==> config.mk <==
export PLATFORM = sky130hd
export DESIGN_NAME = ps2_key_tracker
export DESIGN_NICKNAME = d
export VERILOG_FILES = /design/src/rtl/ps2_key_tracker.sv
export SDC_FILE = /design/constraint.sdc
export NUM_CORES = 1
export LEC_CHECK = 0
export BUFFER_PORTS_ARGS = -buffer_cell sky130_fd_sc_hd__buf_2
export CAP_MARGIN = 20
export CORE_UTILIZATION = 40
export CTS_CLUSTER_DIAMETER = 40
export DETAILED_ROUTE_END_ITERATION = 8
export GPL_TIMING_DRIVEN = 0
export REMOVE_ABC_BUFFERS = 1
export SETUP_SLACK_MARGIN = 0.3
export SLEW_MARGIN = 20
export SYNTH_ARGS = -nofsm -noshare
export SYNTH_HDL_FRONTEND = slang
export SYNTH_SLANG_ARGS = --single-unit
==> constraint.sdc <==
create_clock -name clk50 -period 2.4 [get_ports clk50]
set_input_delay 0.48 -clock clk50 [delete_from_list [all_inputs] [get_ports clk50]]
set_output_delay 0.48 -clock clk50 [all_outputs]
set_load 0.1 [all_outputs]
==> src/rtl/ps2_key_tracker.sv <==
// PS/2 set-2 scancode stream to per-key held state with press/release pulses.
// Handles E0/F0 prefixes, typematic repeat, the E1 Pause sequence and error bytes.
module ps2_key_tracker #(
    parameter int                  N_KEYS    = 4,
    parameter logic [N_KEYS*9-1:0] KEY_CODES = {9'h172, 9'h175, 9'h01B, 9'h01D},
    parameter int                  TIMEOUT   = 50000
) (
    input  logic              clk50,
    input  logic              reset,
    input  logic [7:0]        kb_data,
    input  logic              kb_valid,
    output logic [N_KEYS-1:0] key_held,
    output logic [N_KEYS-1:0] key_press,
    output logic [N_KEYS-1:0] key_release,
    output logic              kb_error
);

    localparam int TW = (TIMEOUT > 2) ? $clog2(TIMEOUT) : 1;
    localparam logic [TW-1:0] TMO_MAX = TW'(TIMEOUT - 1);

    typedef enum logic [2:0] {
        IDLE,
        EXT,
        BRK,
        EXT_BRK,
        SKIP
    } state_t;

    state_t            state;
    logic [TW-1:0]     tmo_cnt;
    logic [2:0]        skip_cnt;
    logic              ext;
    logic [8:0]        code;
    logic [N_KEYS-1:0] match;
    logic              is_err;

    // The extended bit comes from the prefix state, not from the byte.
    always_comb begin
        ext    = (state == EXT) || (state == EXT_BRK);
        code   = {ext, kb_data};
        is_err = (kb_data == 8'h00) || (kb_data == 8'hFF) ||
                 (kb_data == 8'hFE) || (kb_data == 8'hAA);
        match  = '0;
        for (int i = 0; i < N_KEYS; i++) begin
            match[i] = (KEY_CODES[9*i +: 9] == code);
        end
    end

    always_ff @(posedge clk50) begin
        if (reset) begin
            state       <= IDLE;
            tmo_cnt     <= '0;
            skip_cnt    <= '0;
            key_held    <= '0;
            key_press   <= '0;
            key_release <= '0;
            kb_error    <= 1'b0;
        end else begin
            key_press   <= '0;
            key_release <= '0;
            kb_error    <= 1'b0;
            if (kb_valid) begin
                tmo_cnt <= '0;
                if (state == SKIP) begin
                    if (skip_cnt <= 3'd1) begin
                        skip_cnt <= '0;
                        state    <= IDLE;
                    end else begin
                        skip_cnt <= skip_cnt - 3'd1;
                    end
                end else if (is_err) begin
                    key_held <= '0;
                    kb_error <= 1'b1;
                    state    <= IDLE;
                end else begin
                    case (state)
                        IDLE: begin
                            if (kb_data == 8'hE0) begin
                                state <= EXT;
                            end else if (kb_data == 8'hF0) begin
                                state <= BRK;
                            end else if (kb_data == 8'hE1) begin
                                state    <= SKIP;
                                skip_cnt <= 3'd7;
                            end else begin
                                key_press <= match & ~key_held;
                                key_held  <= key_held | match;
                            end
                        end
                        EXT: begin
                            if (kb_data == 8'hF0) begin
                                state <= EXT_BRK;
                            end else if (kb_data == 8'hE0) begin
                                state <= EXT;
                            end else begin
                                key_press <= match & ~key_held;
                                key_held  <= key_held | match;
                                state     <= IDLE;
                            end
                        end
                        BRK, EXT_BRK: begin
                            key_release <= match & key_held;
                            key_held    <= key_held & ~match;
                            state       <= IDLE;
                        end
                        default: state <= IDLE;
                    endcase
                end
            end else if (state != IDLE) begin
                // A stalled prefix is dropped so a lost byte cannot wedge decoding.
                if (tmo_cnt == TMO_MAX) begin
                    tmo_cnt  <= '0;
                    skip_cnt <= '0;
                    state    <= IDLE;
                end else begin
                    tmo_cnt <= tmo_cnt + 1'b1;
                end
            end else begin
                tmo_cnt <= '0;
            end
        end
    end

endmodule

### Word level (Yosys, flattened, before mapping)

Cells that the tools add are included.

| operators by class | value |
|---|---|
| $add $sub $neg | 2 |
| magnitude comparators | 1 |
| equality and inequality tests | 27 |
| mux-type cells | 34 |
| bitwise gates (word level) | 10 |
| reductions and logical operators | 18 |

Operator list:

| operator | count |
|---|---|
| $mux W3 | 17 |
| $eq A8 B8 Y1 const B | 6 |
| $mux W4 | 11 |
| $ne A3 B3 Y1 const B | 7 |
| $eq A5 B9 Y1 const A | 2 |
| $eq A9 B9 Y1 const A | 2 |
| $add A16 B1 Y16 const B | 1 |
| $eq A16 B16 Y1 const B | 1 |
| $and A4 B4 Y4 | 3 |
| $pmux W4 S3 | 1 |
| $logic_not A8 Y1 | 1 |
| $not A4 Y4 | 2 |
| $pmux W4 S2 | 1 |
| $reduce_and A8 Y1 | 1 |
| $reduce_or A4 Y1 | 2 |
| $ne A7 B7 Y1 const B | 1 |
| $reduce_and A7 Y1 | 1 |
| $eq A3 B2 Y1 const B | 2 |
| $ne A3 B1 Y1 const B | 2 |
| $ne A3 B2 Y1 const B | 2 |
| $pmux W3 S2 | 1 |
| $reduce_or A5 Y1 | 1 |
| $logic_or A1 B1 Y1 | 4 |
| $not A1 Y1 | 4 |
| 14 further kinds | 16 |

| word-level totals | value |
|---|---|
| flip-flop bits (word level) | 35 |
| input port bits | 11 |
| output and inout bits | 13 |
| word-level logic and storage cells | 99 |

### Depth between registers and ports, before layout

Gate-level depths: netlist of run 1.

| logic depth | value |
|---|---|
| depth after elaboration | 9 |
| depth in mapped cells | 7 |
| gate-level depth less buffers | 7 |

### Worst setup path after synthesis of run 1

OpenSTA, ideal clock, no wires.

| timing path | value |
|---|---|
| kind | input to register |
| start point | input port kb_data[4] |
| end point | register state[2] |
| setup time | 0.072 ns |
| data arrival time | 1.807 ns |
| data required time | 2.328 ns |
| path slack | 0.522 ns |
| cell stages on the path | 6 |
| buffers on the path | 1 |
| cells stage by stage | buf_6 -> or4_4 -> a21oi_4 -> nor2_2 -> a311oi_2 -> mux2i_1 |

| between the ends | value |
|---|---|
| cells in the longest elaborated chain, start to end | 7 |
| elaborated cells on any way between the ends | 18 |
| classes of those cells | eq/ne: 7; mux: 6; reduce/logical: 5 |

RTL lines:

| what | line | RTL |
|---|---|---|
| start, declared | 10 | `input logic [7:0] kb_data,` |
| $eq A8 B8 Y1, or another cell as far along | 80, 91 |  |
| $mux W3 or $logic_or A1 B1 Y1 (tied branches) | 80, 41 |  |
| $mux W3 or $logic_or A1 B1 Y1 (tied branches) | 78, 41 |  |
| $pmux W3 S2 or $logic_or A1 B1 Y1 (tied branches) | 76, 42 |  |
| $mux W3 | 71 | `end else if (is_err) begin` |
| $mux W3 | 64 | `if (state == SKIP) begin` |
| $mux W3 | 62 | `if (kb_valid) begin` |
| end signal, assigned | 67 | `state <= IDLE;` |
| end signal, assigned | 74 | `state <= IDLE;` |
| end signal, assigned | 79 | `state <= EXT;` |
| end, declared | 29 | `state_t state;` |

Several ways; a longest one is shown, not always the timed one.
A chain may end at the register's enable or synchronous reset.

### Worst setup path after layout of run 1

| timing path | value |
|---|---|
| start point | input port kb_valid |
| end point | register key_held[2] |

| between the ends | value |
|---|---|
| cells in the longest elaborated chain, start to end | 1 |

RTL lines:

| what | line | RTL |
|---|---|---|
| start, declared | 11 | `input logic kb_valid,` |
| $reduce_and A8 Y1 (no line) | n/a |  |
| end signal, assigned | 87 | `key_held <= key_held \| match;` |
| end signal, assigned | 97 | `key_held <= key_held \| match;` |
| end signal, assigned | 103 | `key_held <= key_held & ~match;` |
| end, declared | 12 | `output logic [N_KEYS-1:0] key_held,` |

No other way between the ends.

==> results.py, run 1 <==
metrics = {
    "final_layout": {
        "antenna_cells": 0,
        "final_core_util_pct": 48.16,
        "num-fill-cells": 402,
        "areaGrowthSynthToFinish_pct": 13.99,
        "finalNetCount": 229,
        "drive_gt1_share_pct": 20.83,
    },
    "synthesis": {
        "yosys_warnings": 0,
        "synth_area_leader_cell": "dfxtp_1",
        "ys_ff_latch": 35,
        "synthTopCellsByArea": "dfxtp_1 (41%), nor2_1 (5.7%), xnor2_1 (3.6%)",
        "synthArstFlopShare_pct": 0,
        "synthCells": 190,
        "synth_seq_area_share_pct": 40.58,
        "syn_area_um2": 1727,
        "post_synth_num_cell_types": 54,
        "avgSynthCellArea_um2": 9.088,
        "synth_top_area_share_pct": 40.58,
        "synth_edf_count": 0,
        "synth_ff_type": "dfxtp_1",
    },
    "worst_setup_path": {
        "critical_path.cell_chain": "buf_2 -> nor2b_1 -> o41ai_1 -> nor4_1 -> a32oi_1 -> a31oi_1",
        "arrival_ns": 2.08,
        "timing.rr.start": "state[2]",
        "critPathMaxStageDelay_ns": 0.54,
        "cp_num_buf_inv": 1,
        "crit_type": "in2reg",
        "path_delay_family": "simple AND/OR/NAND/NOR gates",
        "cp_max_fo": 8,
        "reg2reg_slack_ns": 0.57,
        "r2r_cells": 5,
        "reg2reg_to": "key_held[2]",
        "start_kind": "input pin",
        "cp.required_ns": 2.60,
        "cp-end-kind": "flop",
        "slowest_stage": "nor4_1",
    },
    "global_route": {
        "grt_pass1_wl_um": 5775,
        "grt_pass1_vias": 1252,
        "antenna_found_initial": 0,
        "track_usage_pct": 16.88,
        "grt_max_degree": 16,
        "gr-total-overflow": 0,
    },
    "outcome": {
        "outcome": "completed",
    },
    "route": {
        "first_pass_iters": 6,
        "viasPerCell": 5.451,
        "ant_nets": 0,
        "wire_per_inst_um": 13.16,
        "vias": 1450,
        "drt_iter0_markers": 60,
        "finalWirelength_um": 3501,
        "route.detailed.drc": 0,
    },
    "cts": {
        "cts_setup_buffers": 0,
        "cts_tree": "done",
        "clkSinkCount": 35,
        "cts_max_path_buffers": 2,
        "cts-hold-fix-buffers": 0,
        "cts_buffers": 5,
        "clk_latency_ns": 0.28,
        "cts_root_buf": "clkbuf_8",
        "cts.clk_slew.worst_paths_ns": 0.07,
        "cts_repair_resize_count": 0,
        "cts_max_level": 2,
    },
    "sta": {
        "min_period_ns": 1.874,
        "fmax_ghz": 0.5336,
        "drv_slew": 0,
        "slew_headroom_pct": 54.72,
        "finalSetupViolCount": 0,
        "tightestPinTransition_ns": 0.6730,
        "fin_skew_ns": 0.004499,
        "final_hold_viol_count": 0,
        "layout_setup_ws_ns": 0.5258,
        "final.setup.tns_ns": 0,
        "timing.final.crit_share_pct": 78.09,
        "rsz0062_at_grt": "false",
    },
    "power": {
        "cellPowerDensity_nw_per_um2": 541.5,
        "clockPowerShare_pct": 38.3,
        "switching_power_w": 0.0002533,
        "seqPwrFrac_pct": 55.0,
        "p_int_w": 0.0008124,
        "ir_drop_uv": 502.9,
        "sw_frac_of_total_pct": 23.77,
        "p_leak_nw": 0.7472,
        "p_comb_share_pct": 6.7,
    },
    "floorplanning": {
        "fp-row-count": 23,
        "die_h_um": 67.70,
        "io_pins": 24,
        "die_area_um2": 4583,
        "start_util_pct": 42.25,
        "core_area_um2": 4086,
        "die_x_um": 67.70,
    },
    "place": {
        "place_congestion": 0.7984,
        "portBuffers": 23,
        "pre_cts_ws_ns": 0.3104,
        "place_hpwl_um": 2493,
    },
    "flow_run": {
        "maxCapViolations": 0,
    },
    "worst_hold_path": {
        "worstHoldEndpoint": "tmo_cnt[0]",
        "worstHoldStart": "tmo_cnt[0]",
        "whs_path_depth": 1,
        "worstHoldPathType": "reg2reg",
    },
}
[state kept, by name (all words and copies together), names as in the netlist]
register	flops
kb_error	1
key_held	4
key_press	4
key_release	4
skip_cnt	3
state	3
tmo_cnt	16
[power by group through the flow]
stage / Sequential (W) / Combinational (W) / Clock (W)
floorplan: 0.000600 / 0.0000400 / 0
global placement: 0.000599 / 0.0000703 / 0
detailed placement: 0.000599 / 0.0000699 / 0
CTS: 0.000586 / 0.0000703 / 0.000424
global route: 0.000586 / 0.0000785 / 0.000446
finish: 0.000586 / 0.0000715 / 0.000408
[cell type report]
class	count	area [um^2]	area share, %
Timing Repair Buffer	23	115.1	5.849
Multi-Input combinational cell	143	978.4	49.71
Inverter	7	26.28	1.335
Sequential cell	35	700.7	35.60
Tap cell	50	62.56	3.179
Clock inverter	2	12.51	0.6357
Clock buffer	6	72.57	3.687
[Yosys cell counts, drive strengths merged, types with 2 or more instances]
cell type and n:
clkbuf 3, or4 3, o21ai 4, ha 3, nand2b 3, or3 3, or3b 2, xor2 6
a31oi 4, nor3b 6, and4 4, nor2b 2, inv 7, nor4 2, nor3 6, nand4 2
o211a 2, and3 10, nand3 7, xnor2 7, a21oi 4, a32oi 4, nand2 12, nor2 27
dfxtp 35, or2b 2
[logic make-up after synthesis]
logic type	Yosys count	share of synthesized area, %
buffers and inverters	12	3.334
DFF	35	40.58
muxes	1	0.5797
AOI/OAI and AO/OA	30	14.06
and+or+nand+nor	96	32.68
adders and majority gates	3	2.174
xor gates and xnor gates	13	6.594
[per-stage QoR]
stage	cell area [um^2]	power, W	hold WS (ns)	cells
2_1_floorplan	1695	0.0006400	0.4132	185
3_3_place_gp	1873	0.0006697	0.4264	258
3_5_place_dp	1873	0.0006694	0.4346	258
4_1_cts	1958	0.001081	0.4504	266
5_1_grt	1968	0.001111	0.4808	266
6_report	1968	0.001066	0.4543	266
[worst reg2reg max path, cell delays in order, from the launching register on]
cell	delay (ns)
dfxtp_1	0.36
nor2b_1	0.43
o41ai_1	0.16
nor4_1	0.54
a32oi_1	0.11
a31oi_1	0.17
[per-layer routing]
metal	track usage [%]	up-vias	part of all wire, %
met5	0	-	0
met4	5.585	0	0.97
met3	4.054	4	3.7
met2	24.26	25	43
met1	24.26	673	53
li1	-	748	-
[worst max path at each step]
stage                             end  startpoint  cells after the start  slack, ns
final                     key_held[2]    kb_valid                      6       0.53
after global routing      key_held[3]    kb_valid                      6       0.43
after CTS                 tmo_cnt[13]  tmo_cnt[0]                      5       0.32
after detailed placement  key_held[3]    kb_valid                      6       0.31
after global placement    key_held[1]    kb_valid                      6       0.32
after floorplan           key_held[0]  kb_data[5]                      5       0.57
[cells in the final DEF (no fill, tap or decap), types with 2 or more instances in the layout]
cell type  instances
nand2_1           11
buf_2             23
nor3_2             2
xor2_1             6
nor3b_1            4
a31oi_1            4
and3_1             9
ha_1               3
nand2b_1           3
xnor2_1            7
clkbuf_8           5
inv_1              7
or3_1              3
nor2b_1            2
nor4_1             2
dfxtp_1           35
a32oi_1            4
nor3_1             4
or4_1              2
nor3b_2            2
o21ai_0            4
a21oi_1            3
nand4_1            2
nor2_1            26
o211a_1            2
nand3_1            7
and4_1             3
or3b_1             2
(Power assumes the default switching activity.)
==> run 2: changes to the inputs <==
Clock period 2.4 ns to 1.84 ns, I/O delays scaled along.
==> results.py, run 2 (synthesis gave the netlist of run 1 again) <==
metrics = {
    "place": {
        "portBuffers": 23,
        "place_congestion": 0.7984,
        "place_hpwl_um": 2493,
        "pre_cts_ws_ns": -0.2006,
    },
    "outcome": {
        "outcome": "completed",
    },
    "route": {
        "viasPerCell": 5.462,
        "first_pass_iters": 4,
        "route.detailed.drc": 0,
        "finalWirelength_um": 4244,
        "vias": 1562,
        "wire_per_inst_um": 14.84,
        "drt_iter0_markers": 98,
        "ant_nets": 0,
    },
    "cts": {
        "cts_max_level": 2,
        "cts.clk_slew.worst_paths_ns": 0.07,
        "clkSinkCount": 35,
        "clk_latency_ns": 0.28,
        "cts-hold-fix-buffers": 0,
        "cts_root_buf": "clkbuf_8",
        "cts_buffers": 5,
        "cts_tree": "done",
        "cts_max_path_buffers": 2,
    },
    "final_layout": {
        "regMostFlops": "tmo_cnt",
        "drive_gt1_share_pct": 45.76,
        "layout_common_cells": "dfxtp_1 (25), nor2_1 (18), buf_4 (18), buf_2 (17), nand2_1 (11)",
        "largest_reg_flops": 16,
        "finalNetCount": 249,
        "antenna_cells": 0,
        "final_common_cell": "dfxtp_1",
        "num-fill-cells": 323,
        "areaGrowthSynthToFinish_pct": 42.75,
        "seq_area_um2": 715.7,
        "multi_input_area_um2": 1261,
    },
    "worst_hold_path": {
        "worstHoldPathType": "in2reg",
    },
    "floorplanning": {
        "io_pins": 24,
        "core_area_um2": 4086,
        "die_h_um": 67.70,
        "die_area_um2": 4583,
        "fp-row-count": 23,
        "start_util_pct": 42.25,
        "die_x_um": 67.70,
    },
    "worst_setup_path": {
        "cp_max_fo": 5,
        "start_kind": "flop",
        "cp-end-kind": "flop",
        "cp.required_ns": 2.01,
        "reg2reg_to": "skip_cnt[0]",
        "crit_type": "reg2reg",
        "reg2reg_slack_ns": 0.23,
        "r2r_cells": 6,
        "crit_end": "skip_cnt[0]",
        "timing.rr.start": "tmo_cnt[1]",
        "arrival_ns": 1.78,
        "crit_start": "tmo_cnt[1]",
    },
    "sta": {
        "slew_headroom_pct": 62.70,
        "drv_slew": 0,
        "timing.final.crit_share_pct": 87.43,
        "finalSetupViolCount": 0,
        "layout_setup_ws_ns": 0.2313,
        "rsz0062_at_grt": "true",
        "fmax_ghz": 0.6216,
        "min_period_ns": 1.609,
        "final_hold_viol_count": 0,
        "fin_skew_ns": 0.005336,
        "tightestPinTransition_ns": 0.5574,
        "final.setup.tns_ns": 0,
    },
    "global_route": {
        "grt_pass1_vias": 1344,
        "antenna_found_initial": 0,
        "track_usage_pct": 18.53,
        "gr-total-overflow": 0,
        "grt_pass1_wl_um": 6292,
        "grt_max_degree": 16,
    },
    "power": {
        "cellPowerDensity_nw_per_um2": 591.1,
        "ir_drop_uv": 661.6,
        "p_leak_nw": 0.9194,
        "sw_frac_of_total_pct": 24.91,
        "p_int_w": 0.001094,
        "switching_power_w": 0.0003629,
        "seqPwrFrac_pct": 52.5,
        "clockPowerShare_pct": 37.1,
        "p_comb_share_pct": 10.4,
    },
    "flow_run": {
        "maxCapViolations": 0,
    },
}
run 2: cell types whose count changed in the layout (fill, tap and decap cells not counted), moves of 6 or more:
cell	previous run	this run
nor2_4	0	7
dfxtp_2	0	9
dfxtp_1	35	25
buf_4	0	18
nor2_1	26	18
buf_2	23	17
run 2: what timing repair did:
item | CTS | global route
setup endpoints to repair | 34 | 34
cloned | 0 | 1
pin swaps | 21 | 19
resized for setup | 47 | 39
buffers inserted | 10 | 9
run 2: through the flow:
stage	hold slack, ns	instances	total power, W	util, %	instance area (um^2)
5_1_grt	0.3685	286	0.001514	60.32	2465
3_5_place_dp	0.4346	258	0.0008731	45.84	1873
3_3_place_gp	0.4264	258	0.0008735	45.84	1873
4_1_cts	0.3537	276	0.001449	55.21	2256
2_1_floorplan	0.4132	185	0.0008348	-	1695
6_report	0.3601	286	0.001457	60.32	2465
run 2: final cells by class:
type	instances	share of cell area, %
Inverter	7	1.066
Multi-Input combinational cell	144	51.17
Sequential cell	35	29.04
Clock buffer	6	2.944
Timing Repair Buffer	42	12.74
Tap cell	50	2.538
Clock inverter	2	0.5076
run 2: metal layers:
layer | global-route usage (%) | wire (um) | vias up
met5 | 0 | 0 | -
met2 | 27.72 | 1993 | 36
met4 | 5.851 | 26 | 0
li1 | - | - | 789
met1 | 25.79 | 2064 | 735
met3 | 4.561 | 159 | 2
run 2: critical path: stages, from the launching register on:
cell and delay [ns]:
dfxtp_1 0.35, ha_4 0.18, and3_4 0.16, a41oi_4 0.39, nor3_4 0.08, buf_4 0.15, o211a_1 0.19
run 2: power by group through the flow:
stage | clock [W] | combinational (W) | sequential, W
floorplan | 0 | 0.0000522 | 0.000783
global placement | 0 | 0.0000916 | 0.000782
detailed placement | 0 | 0.0000912 | 0.000782
CTS | 0.000554 | 0.000132 | 0.000763
global route | 0.000589 | 0.000160 | 0.000765
finish | 0.000541 | 0.000151 | 0.000764
run 2: worst min-delay path by stage:
stage,slack [ns],endpoint,start,cells after the start
floorplan,0.41,tmo_cnt[0],tmo_cnt[0],1
global placement,0.43,tmo_cnt[0],tmo_cnt[0],1
CTS,0.35,state[1],kb_data[4],3
global route,0.37,kb_error,reset,2
finish,0.36,state[1],kb_data[4],3
detailed placement,0.43,tmo_cnt[0],tmo_cnt[0],1
